==> config.mk <==
export PLATFORM = sky130hd
export DESIGN_NAME = fifo_uart_flat
export DESIGN_NICKNAME = d
export VERILOG_FILES = /design/src/rtl/fifo_uart_if.sv /design/src/rtl/fifo_uart.sv /design/src/flat_wrapper.sv
export SDC_FILE = /design/constraint.sdc
export NUM_CORES = 1
export LEC_CHECK = 0
export BUFFER_PORTS_ARGS = -buffer_cell sky130_fd_sc_hd__buf_2
export CAP_MARGIN = 15
export CORE_MARGIN = 5
export CORE_UTILIZATION = 60
export DETAILED_ROUTE_END_ITERATION = 12
export GPL_ROUTABILITY_DRIVEN = 0
export PLACE_DENSITY_LB_ADDON = 0.2
export SKIP_CTS_REPAIR_TIMING = 1
export SYNTH_ARGS = -nofsm -noshare
export SYNTH_HDL_FRONTEND = slang
export SYNTH_SLANG_ARGS = --single-unit
==> constraint.sdc <==
create_clock -name clock -period 7.6 [get_ports clock]
set_input_delay 0.38 -clock clock [delete_from_list [all_inputs] [get_ports clock]]
set_output_delay 0.38 -clock clock [all_outputs]
set_load 0.02 [all_outputs]
==> src/rtl/fifo_uart_if.sv <==
// Register-bus port of the buffered UART: one address and two strobes,
// write data in and registered read data out.
interface fifo_uart_if #(
    parameter int address_width = 8,
    parameter int width         = 8
);
    logic [address_width-1:0] active_address;
    logic                     write_enable;
    logic                     read_enable;
    logic [width-1:0]         data_in;
    logic [width-1:0]         data_out;

    modport master (
        output active_address, write_enable, read_enable, data_in,
        input  data_out
    );
    modport slave (
        input  active_address, write_enable, read_enable, data_in,
        output data_out
    );
endinterface

==> src/rtl/fifo_uart.sv <==
// Buffered UART: TX FIFO -> serializer, deserializer -> RX FIFO, with a status
// register holding sticky framing/parity/overrun bits and a level interrupt.
module fifo_uart #(
    parameter int clock_freq     = 50_000_000,
    parameter int baud_rate      = 115_200,
    parameter int width          = 8,
    parameter int depth          = 16,
    parameter int parity_mode    = 0,
    parameter int address_width  = 8,
    parameter int rx_address     = 3,
    parameter int tx_address     = 4,
    parameter int status_address = 5
) (
    input  logic       clock,
    input  logic       reset,
    fifo_uart_if.slave bus,
    input  logic       rx,
    output logic       tx,
    output logic       irq
);
    localparam int TPB = clock_freq / baud_rate;
    localparam int CW  = $clog2(TPB + 1);
    localparam int AW  = $clog2(depth);
    localparam int BW  = $clog2(width);
    localparam logic [CW-1:0] LAST   = CW'(TPB - 1);
    localparam logic [CW-1:0] HALF   = CW'(TPB / 2 - 1);
    localparam logic [AW:0]   FULL   = (AW + 1)'(depth);
    localparam logic [BW-1:0] LASTB  = BW'(width - 1);
    localparam logic          ODD    = (parity_mode == 2);
    localparam logic          PAR_EN = (parity_mode != 0);

    typedef enum logic [2:0] {S_IDLE, S_START, S_DATA, S_PAR, S_STOP} state_e;

    logic rd_en, wr_tx, rd_rx, rd_st;
    assign rd_en = bus.read_enable && !bus.write_enable;
    assign wr_tx = bus.write_enable && (bus.active_address == address_width'(tx_address));
    assign rd_rx = rd_en && (bus.active_address == address_width'(rx_address));
    assign rd_st = rd_en && (bus.active_address == address_width'(status_address));

    // ---------------- TX FIFO ----------------
    logic [width-1:0] txm_q [depth];
    logic [AW-1:0]    txw_q, txr_q;
    logic [AW:0]      txc_q;
    logic             tx_push, tx_pop;

    assign tx_push = wr_tx && (txc_q != FULL);

    always_ff @(posedge clock)
        if (tx_push) txm_q[txw_q] <= bus.data_in;

    always_ff @(posedge clock) begin
        if (reset) begin
            txw_q <= '0;
            txr_q <= '0;
            txc_q <= '0;
        end else begin
            if (tx_push) txw_q <= txw_q + AW'(1);
            if (tx_pop)  txr_q <= txr_q + AW'(1);
            txc_q <= txc_q + (AW + 1)'(tx_push) - (AW + 1)'(tx_pop);
        end
    end

    // ---------------- TX serializer ----------------
    state_e           tx_st_q;
    logic [CW-1:0]    tx_cnt_q;
    logic [BW-1:0]    tx_bit_q;
    logic [width-1:0] tx_sh_q;
    logic             tx_par_q, tx_q, tx_end, tx_line;

    assign tx_end = (tx_cnt_q == LAST);
    assign tx_pop = (txc_q != '0) && (tx_st_q == S_IDLE || (tx_st_q == S_STOP && tx_end));

    always_comb begin
        tx_line = 1'b1;
        case (tx_st_q)
            S_START: tx_line = 1'b0;
            S_DATA:  tx_line = tx_sh_q[0];
            S_PAR:   tx_line = tx_par_q;
            default: tx_line = 1'b1;
        endcase
    end

    // tx_q lags the state by one cycle, giving the write-to-start-bit latency of two
    always_ff @(posedge clock) begin
        if (reset) begin
            tx_st_q  <= S_IDLE;
            tx_cnt_q <= '0;
            tx_bit_q <= '0;
            tx_sh_q  <= '0;
            tx_par_q <= 1'b0;
            tx_q     <= 1'b1;
        end else begin
            tx_q     <= tx_line;
            tx_cnt_q <= (tx_st_q == S_IDLE || tx_end) ? '0 : tx_cnt_q + CW'(1);
            if (tx_pop) begin
                tx_st_q  <= S_START;
                tx_sh_q  <= txm_q[txr_q];
                tx_par_q <= (^txm_q[txr_q]) ^ ODD;
            end else if (tx_end) begin
                case (tx_st_q)
                    S_START: begin
                        tx_st_q  <= S_DATA;
                        tx_bit_q <= '0;
                    end
                    S_DATA: begin
                        tx_sh_q <= tx_sh_q >> 1;
                        if (tx_bit_q == LASTB) tx_st_q <= PAR_EN ? S_PAR : S_STOP;
                        else                   tx_bit_q <= tx_bit_q + BW'(1);
                    end
                    S_PAR:   tx_st_q <= S_STOP;
                    default: tx_st_q <= S_IDLE;
                endcase
            end
        end
    end

    assign tx = tx_q;

    // ---------------- RX deserializer ----------------
    state_e           rx_st_q;
    logic [CW-1:0]    rx_cnt_q;
    logic [BW-1:0]    rx_bit_q;
    logic [width-1:0] rx_sh_q;
    logic             s1_q, s2_q, prev_q, rx_end;
    logic             rx_pbad_q, rx_done_q, ferr_set_q, perr_set_q;

    assign rx_end = (rx_cnt_q == LAST);

    always_ff @(posedge clock) begin
        if (reset) begin
            s1_q       <= 1'b1;
            s2_q       <= 1'b1;
            prev_q     <= 1'b1;
            rx_st_q    <= S_IDLE;
            rx_cnt_q   <= '0;
            rx_bit_q   <= '0;
            rx_sh_q    <= '0;
            rx_pbad_q  <= 1'b0;
            rx_done_q  <= 1'b0;
            ferr_set_q <= 1'b0;
            perr_set_q <= 1'b0;
        end else begin
            s1_q       <= rx;
            s2_q       <= s1_q;
            prev_q     <= s2_q;
            rx_done_q  <= 1'b0;
            ferr_set_q <= 1'b0;
            perr_set_q <= 1'b0;
            rx_cnt_q   <= rx_cnt_q + CW'(1);
            case (rx_st_q)
                S_IDLE: begin
                    rx_cnt_q <= '0;
                    if (prev_q && !s2_q) rx_st_q <= S_START;
                end
                S_START: if (rx_cnt_q == HALF) begin
                    rx_cnt_q <= '0;
                    rx_bit_q <= '0;
                    rx_st_q  <= s2_q ? S_IDLE : S_DATA;
                end
                S_DATA: if (rx_end) begin
                    rx_cnt_q <= '0;
                    rx_sh_q  <= {s2_q, rx_sh_q[width-1:1]};
                    if (rx_bit_q == LASTB) rx_st_q <= PAR_EN ? S_PAR : S_STOP;
                    else                   rx_bit_q <= rx_bit_q + BW'(1);
                end
                S_PAR: if (rx_end) begin
                    rx_cnt_q  <= '0;
                    rx_pbad_q <= s2_q ^ (^rx_sh_q) ^ ODD;
                    rx_st_q   <= S_STOP;
                end
                default: if (rx_end) begin
                    rx_cnt_q   <= '0;
                    rx_st_q    <= S_IDLE;
                    ferr_set_q <= !s2_q;
                    perr_set_q <= PAR_EN && rx_pbad_q;
                    rx_done_q  <= s2_q && !(PAR_EN && rx_pbad_q);
                end
            endcase
        end
    end

    // ---------------- RX FIFO, status, read port ----------------
    logic [width-1:0] rxm_q [depth];
    logic [AW-1:0]    rxw_q, rxr_q;
    logic [AW:0]      rxc_q;
    logic             rx_push, rx_pop, ovr_set;
    logic             ferr_q, perr_q, ovr_q;
    logic [width-1:0] status, dout_q;

    assign rx_push = rx_done_q && (rxc_q != FULL);
    assign ovr_set = rx_done_q && (rxc_q == FULL);
    assign rx_pop  = rd_rx && (rxc_q != '0);

    always_ff @(posedge clock)
        if (rx_push) rxm_q[rxw_q] <= rx_sh_q;

    assign status = width'({tx_st_q != S_IDLE, perr_q, ferr_q, ovr_q,
                            rxc_q == '0, rxc_q == FULL, txc_q == '0, txc_q == FULL});

    always_ff @(posedge clock) begin
        if (reset) begin
            rxw_q  <= '0;
            rxr_q  <= '0;
            rxc_q  <= '0;
            ferr_q <= 1'b0;
            perr_q <= 1'b0;
            ovr_q  <= 1'b0;
            dout_q <= '0;
        end else begin
            if (rx_push) rxw_q <= rxw_q + AW'(1);
            if (rx_pop)  rxr_q <= rxr_q + AW'(1);
            rxc_q <= rxc_q + (AW + 1)'(rx_push) - (AW + 1)'(rx_pop);
            // a new error in the clearing cycle survives the clear
            ferr_q <= (ferr_q && !rd_st) || ferr_set_q;
            perr_q <= (perr_q && !rd_st) || perr_set_q;
            ovr_q  <= (ovr_q  && !rd_st) || ovr_set;
            if (rd_en) begin
                if (rd_rx)      dout_q <= (rxc_q != '0) ? rxm_q[rxr_q] : '0;
                else if (rd_st) dout_q <= status;
                else            dout_q <= '0;
            end
        end
    end

    assign bus.data_out = dout_q;
    assign irq = (rxc_q != '0) || ferr_q || perr_q || ovr_q;
endmodule

==> src/flat_wrapper.sv <==
// flat-port wrapper written by rule: the top's interface ports become plain ports
module fifo_uart_flat 
#(
    parameter int clock_freq     = 50_000_000,
    parameter int baud_rate      = 115_200,
    parameter int width          = 8,
    parameter int depth          = 16,
    parameter int parity_mode    = 0,
    parameter int address_width  = 8,
    parameter int rx_address     = 3,
    parameter int tx_address     = 4,
    parameter int status_address = 5
)
  (clock, reset, rx, tx, irq, bus_active_address, bus_write_enable, bus_read_enable, bus_data_in, bus_data_out);
  fifo_uart_if #(.address_width(address_width), .width(width)) bus_i ();
  input  logic clock;
  input  logic reset;
  input  logic rx;
  output logic tx;
  output logic irq;
  input wire logic [$bits(bus_i.active_address)-1:0] bus_active_address;
  input wire logic [$bits(bus_i.write_enable)-1:0] bus_write_enable;
  input wire logic [$bits(bus_i.read_enable)-1:0] bus_read_enable;
  input wire logic [$bits(bus_i.data_in)-1:0] bus_data_in;
  output wire logic [$bits(bus_i.data_out)-1:0] bus_data_out;
  assign bus_i.active_address = bus_active_address;
  assign bus_i.write_enable = bus_write_enable;
  assign bus_i.read_enable = bus_read_enable;
  assign bus_i.data_in = bus_data_in;
  assign bus_data_out = bus_i.data_out;
  fifo_uart #(.clock_freq(clock_freq), .baud_rate(baud_rate), .width(width), .depth(depth), .parity_mode(parity_mode), .address_width(address_width), .rx_address(rx_address), .tx_address(tx_address), .status_address(status_address)) u_core (.clock(clock), .reset(reset), .bus(bus_i), .rx(rx), .tx(tx), .irq(irq));
endmodule
==> key figures <==
Worst hold path
  • Worst min-delay path startpoint: rx
  • Tightest Hold Check Type: in2reg
  • Hold Path Stages: 2
  • End point of the most critical hold path: u_core.s1_q$_SDFF_PP1_

GRT
  • Grt met3 use: 0.04015
  • Via count of the first global-routing pass: 7572
  • Antenna violations before repair: 0
  • First-pass GRT wire length: 42.39 mm
  • Overflow left after global routing: 0
  • Busiest layer in global routing: met2
  • Global-route usage over all layers: 0.2051
  • Met1 Track Usage GR: 0.3007
  • Largest net degree at the start of global routing: 76
  • Met2 track utilization from global routing: 0.3209

Die
  • Starting density of the core: 0.6084
  • Die outline width: 164.0 µm
  • Standard-cell rows: 56
  • Core area: 0.02340 mm²
  • Top-level port count: 31
  • Die area: 0.02691 mm²
  • Vertical extent of the die: 164.0 µm

Finish
  • Post-route cell area: 0.01578 mm²
  • Sequential standard cell area: 0.009652 mm²
  • Filler cell count in the final layout: 1615
  • Number of nets in the layout: 1025
  • Area occupied by multi-input gates: 0.004283 mm²
  • Final standard cell utilization of the core: 0.6741
  • ANT cells: 0
  • Fraction of layout cells with a size suffix above 1: 0.1505
  • Filler-free cell count of the finished design: 1316
  • Synth-to-layout area growth: 10.80%

Clocking
  • TritonCTS clock tree: done
  • Clk root buf: clkbuf_16
  • CTS H-tree depth: 2
  • Clock sink count: 354
  • CTS Buf Count: 36
  • Maximum root-to-sink buffer count: 3
  • Clock latency on the worst-skew pair: 0.51 ns
  • Clk slew on worst S/H paths: 0.06 ns

Timing
  • Max-slew violation total from the final report: 0
  • Worst slew pin tran: 0.9535 ns
  • Final setup violating endpoints: 0
  • Max-Slew Margin vs Limit: 0.3620
  • Final critical delay including setup and external delays: 3.839 ns
  • Final clock period utilization by the worst path: 0.5051
  • Worst path setup slack after routing: 3.761 ns
  • Peak Freq: 260.5 MHz
  • RSZ-0062 raised after global routing: false
  • Setup tns final: 0 ns
  • Setup clock skew after layout: 0.02364 ns
  • Number of failing hold endpoints at the final stage: 0

Synthesis
  • Distinct cell type count of the synthesized netlist: 48
  • Synthesized flop and latch total: 354
  • Syn nets: 991
  • Cell area after synthesis: 0.01424 mm²
  • Post-synthesis async set-or-reset flop share: 0
  • Total number of yosys warnings: 0
  • EDFF count, synth: 256
  • Portion of the post-synthesis area used by sequential elements: 0.6777
  • Primary FF master, synth: edfxtp_1
  • Mean cell area of the mapped netlist: 15.19 µm²
  • Cell count after synthesis: 937

Setup path
  • Worst r2r dst: u_core.txc_q[4]$_SDFF_PP0_
  • Worst r2r path cells: 15
  • Maximum net fanout on the critical path: 17
  • Register-to-register path setup slack: 3.76 ns
  • Required @ worst endpoint: 8.04 ns
  • Launch point of the worst reg-to-reg path: u_core.tx_cnt_q[1]$_SDFF_PP0_
  • Critical path endpoint category: flip-flop
  • Type of origin of the critical path: flip-flop
  • Critical path type: reg2reg
  • Worst EP arrival: 4.27 ns

Route
  • Antenna viol nets, final: 0
  • Post-detailed-route wirelength per cell: 19.78 µm
  • Drt total wl: 26.04 mm
  • Remaining routing DRC violations: 0
  • Number of violations reported at the end of detailed-routing iteration 0: 736
  • Drt via density: 5.802
  • Overall via count from detail_route: 7636
  • TritonRoute pass-1 iters: 5

Placed design
  • Post-Place Cell Area: 0.01466 mm²
  • Buffers on Ports: 30
  • Sum of net half-perimeters after detailed placement: 15.86 mm
  • Placed cells: 1252
  • Worst setup slack before clock tree synthesis: 3.738 ns

Job
  • Max-capacitance violation count: 0

Status
  • Result of the run: finished clean

Power
  • IR drop worst, VDD: 204.9 µV
  • P per Cell Area: 275.6 mW/mm²
  • P_leak: 5.294 nW
worst max-delay path: stages, from the launching register on:
cell and delay, ns:
dfxtp_1 0.35, inv_1 0.05, ha_1 0.16, and4b_1 0.20, nand4_1 0.26, nand2_1 0.12
nand2b_1 0.33, clkinv_1 0.50, ha_1 0.46, inv_1 0.04, ha_1 0.21, fa_1 0.41
a21oi_1 0.16, nor2_1 0.05, or3_1 0.34, a21oi_1 0.13
final cells by class:
cell class | count | area share
timing repair buffer | 41 | 0.01475
clock buffer | 56 | 0.06583
sequential | 354 | 0.6118
inverter | 26 | 0.006187
clock inverter | 8 | 0.004600
tap | 319 | 0.02530
multi-input combinational | 512 | 0.2715
metal layers:
metal | vias to the layer above | share of wire
li1 | 3589 | -
met1 | 3756 | 0.44
met2 | 246 | 0.47
met3 | 45 | 0.071
met4 | 0 | 0.021
met5 | - | 0
worst max-delay path by stage:
stage / start / endpoint / slack [ns] / depth (start not counted)
after detailed placement: u_core.tx_cnt_q[1]$_SDFF_PP0_ / u_core.txc_q[4]$_SDFF_PP0_ / 3.74 / 15
after global routing: u_core.tx_cnt_q[1]$_SDFF_PP0_ / u_core.txc_q[4]$_SDFF_PP0_ / 3.42 / 15
after global placement: u_core.tx_cnt_q[1]$_SDFF_PP0_ / u_core.txc_q[4]$_SDFF_PP0_ / 3.86 / 15
final: u_core.tx_cnt_q[1]$_SDFF_PP0_ / u_core.txc_q[4]$_SDFF_PP0_ / 3.76 / 15
after CTS: u_core.tx_cnt_q[1]$_SDFF_PP0_ / u_core.txc_q[4]$_SDFF_PP0_ / 3.74 / 15
after floorplan: u_core.tx_cnt_q[1]$_SDFF_PP0_ / u_core.txc_q[4]$_SDFF_PP0_ / 4.34 / 17
synthesized netlist by cell type, drive strengths merged, types with 2 or more instances:
master / number / share of area
dfxtp: 98 / 0.14
o31ai: 2 / 0.0011
nand2b: 11 / 0.0048
and3: 2 / 0.00088
nor4: 2 / 0.00088
and4b: 2 / 0.0014
a21o: 2 / 0.0011
xnor2: 18 / 0.011
nor3b: 5 / 0.0026
a221oi: 4 / 0.0025
xor2: 20 / 0.012
clkbuf: 24 / 0.0063
o22ai: 4 / 0.0018
a32oi: 2 / 0.0012
or2: 3 / 0.0013
edfxtp: 256 / 0.54
or3: 3 / 0.0013
o21ai: 9 / 0.0032
and2: 5 / 0.0022
a21oi: 27 / 0.0095
buf: 21 / 0.0093
nor2: 112 / 0.030
fa: 2 / 0.0028
a311oi: 7 / 0.0043
nand3: 15 / 0.0053
a211oi: 14 / 0.0074
clkinv: 2 / 0.00053
a22oi: 17 / 0.0090
nor2b: 18 / 0.0079
mux2i: 21 / 0.015
nand4: 6 / 0.0026
mux4: 64 / 0.10
nand3b: 2 / 0.0011
nand2: 58 / 0.015
ha: 31 / 0.027
inv: 24 / 0.0063
nor3: 19 / 0.0067
logic make-up (layout without fill, tap and decap cells):
group,after synthesis,count (layout),share of synthesized area
adder cells (fa/ha/maj),33,33,0.03006
flip-flops,354,354,0.6777
multiplexers,85,85,0.1186
AND/OR/NAND/NOR,265,265,0.08525
buffers and inverters,71,131,0.02250
AO/OA/AOI/OAI,91,91,0.04245
XOR/XNOR,38,38,0.02338
power breakdown:
group,leakage [nW],internal [mW],switching (mW)
Sequential,3.13,2.11,0.0334
Clock,0.539,0.975,0.681
Combinational,1.62,0.247,0.301
state kept, by name (all words and copies together) (netlist names), 5 cells and up, named ones only:
| register | count |
|---|---|
| u_core.txm_q | 128 |
| u_core.tx_cnt_q | 9 |
| u_core.txc_q | 5 |
| u_core.rx_sh_q | 8 |
| u_core.rx_cnt_q | 9 |
| u_core.tx_sh_q | 8 |
| u_core.rxc_q | 5 |
| u_core.bus.data_out | 8 |
| u_core.rxm_q | 128 |
placed cells by master (no fill, tap or decap), drive strengths merged, types with 5 or more instances in the layout:
cell / n
clkinv: 9
xnor2: 18
nand3: 15
nand4: 6
nand2b: 11
a21oi: 27
dfxtp: 98
o21ai: 9
a22oi: 17
edfxtp: 256
mux2i: 21
ha: 31
xor2: 20
inv: 24
a311oi: 7
nor2b: 18
buf: 41
nand2: 58
and2: 5
nor3: 19
clkbuf: 56
nor2: 112
a211oi: 14
mux4: 64
nor3b: 5
stage by stage:
stage / hold WS [ns] / total power, mW
after floorplan: 0.3895 / 2.637
after global placement: 0.4034 / 2.730
after detailed placement: 0.4285 / 2.737
after CTS: 0.05498 / 4.390
after global routing: 0.07372 / 4.559
final: 0.07602 / 4.348
Note: power is estimated with default switching activity, not from simulation.
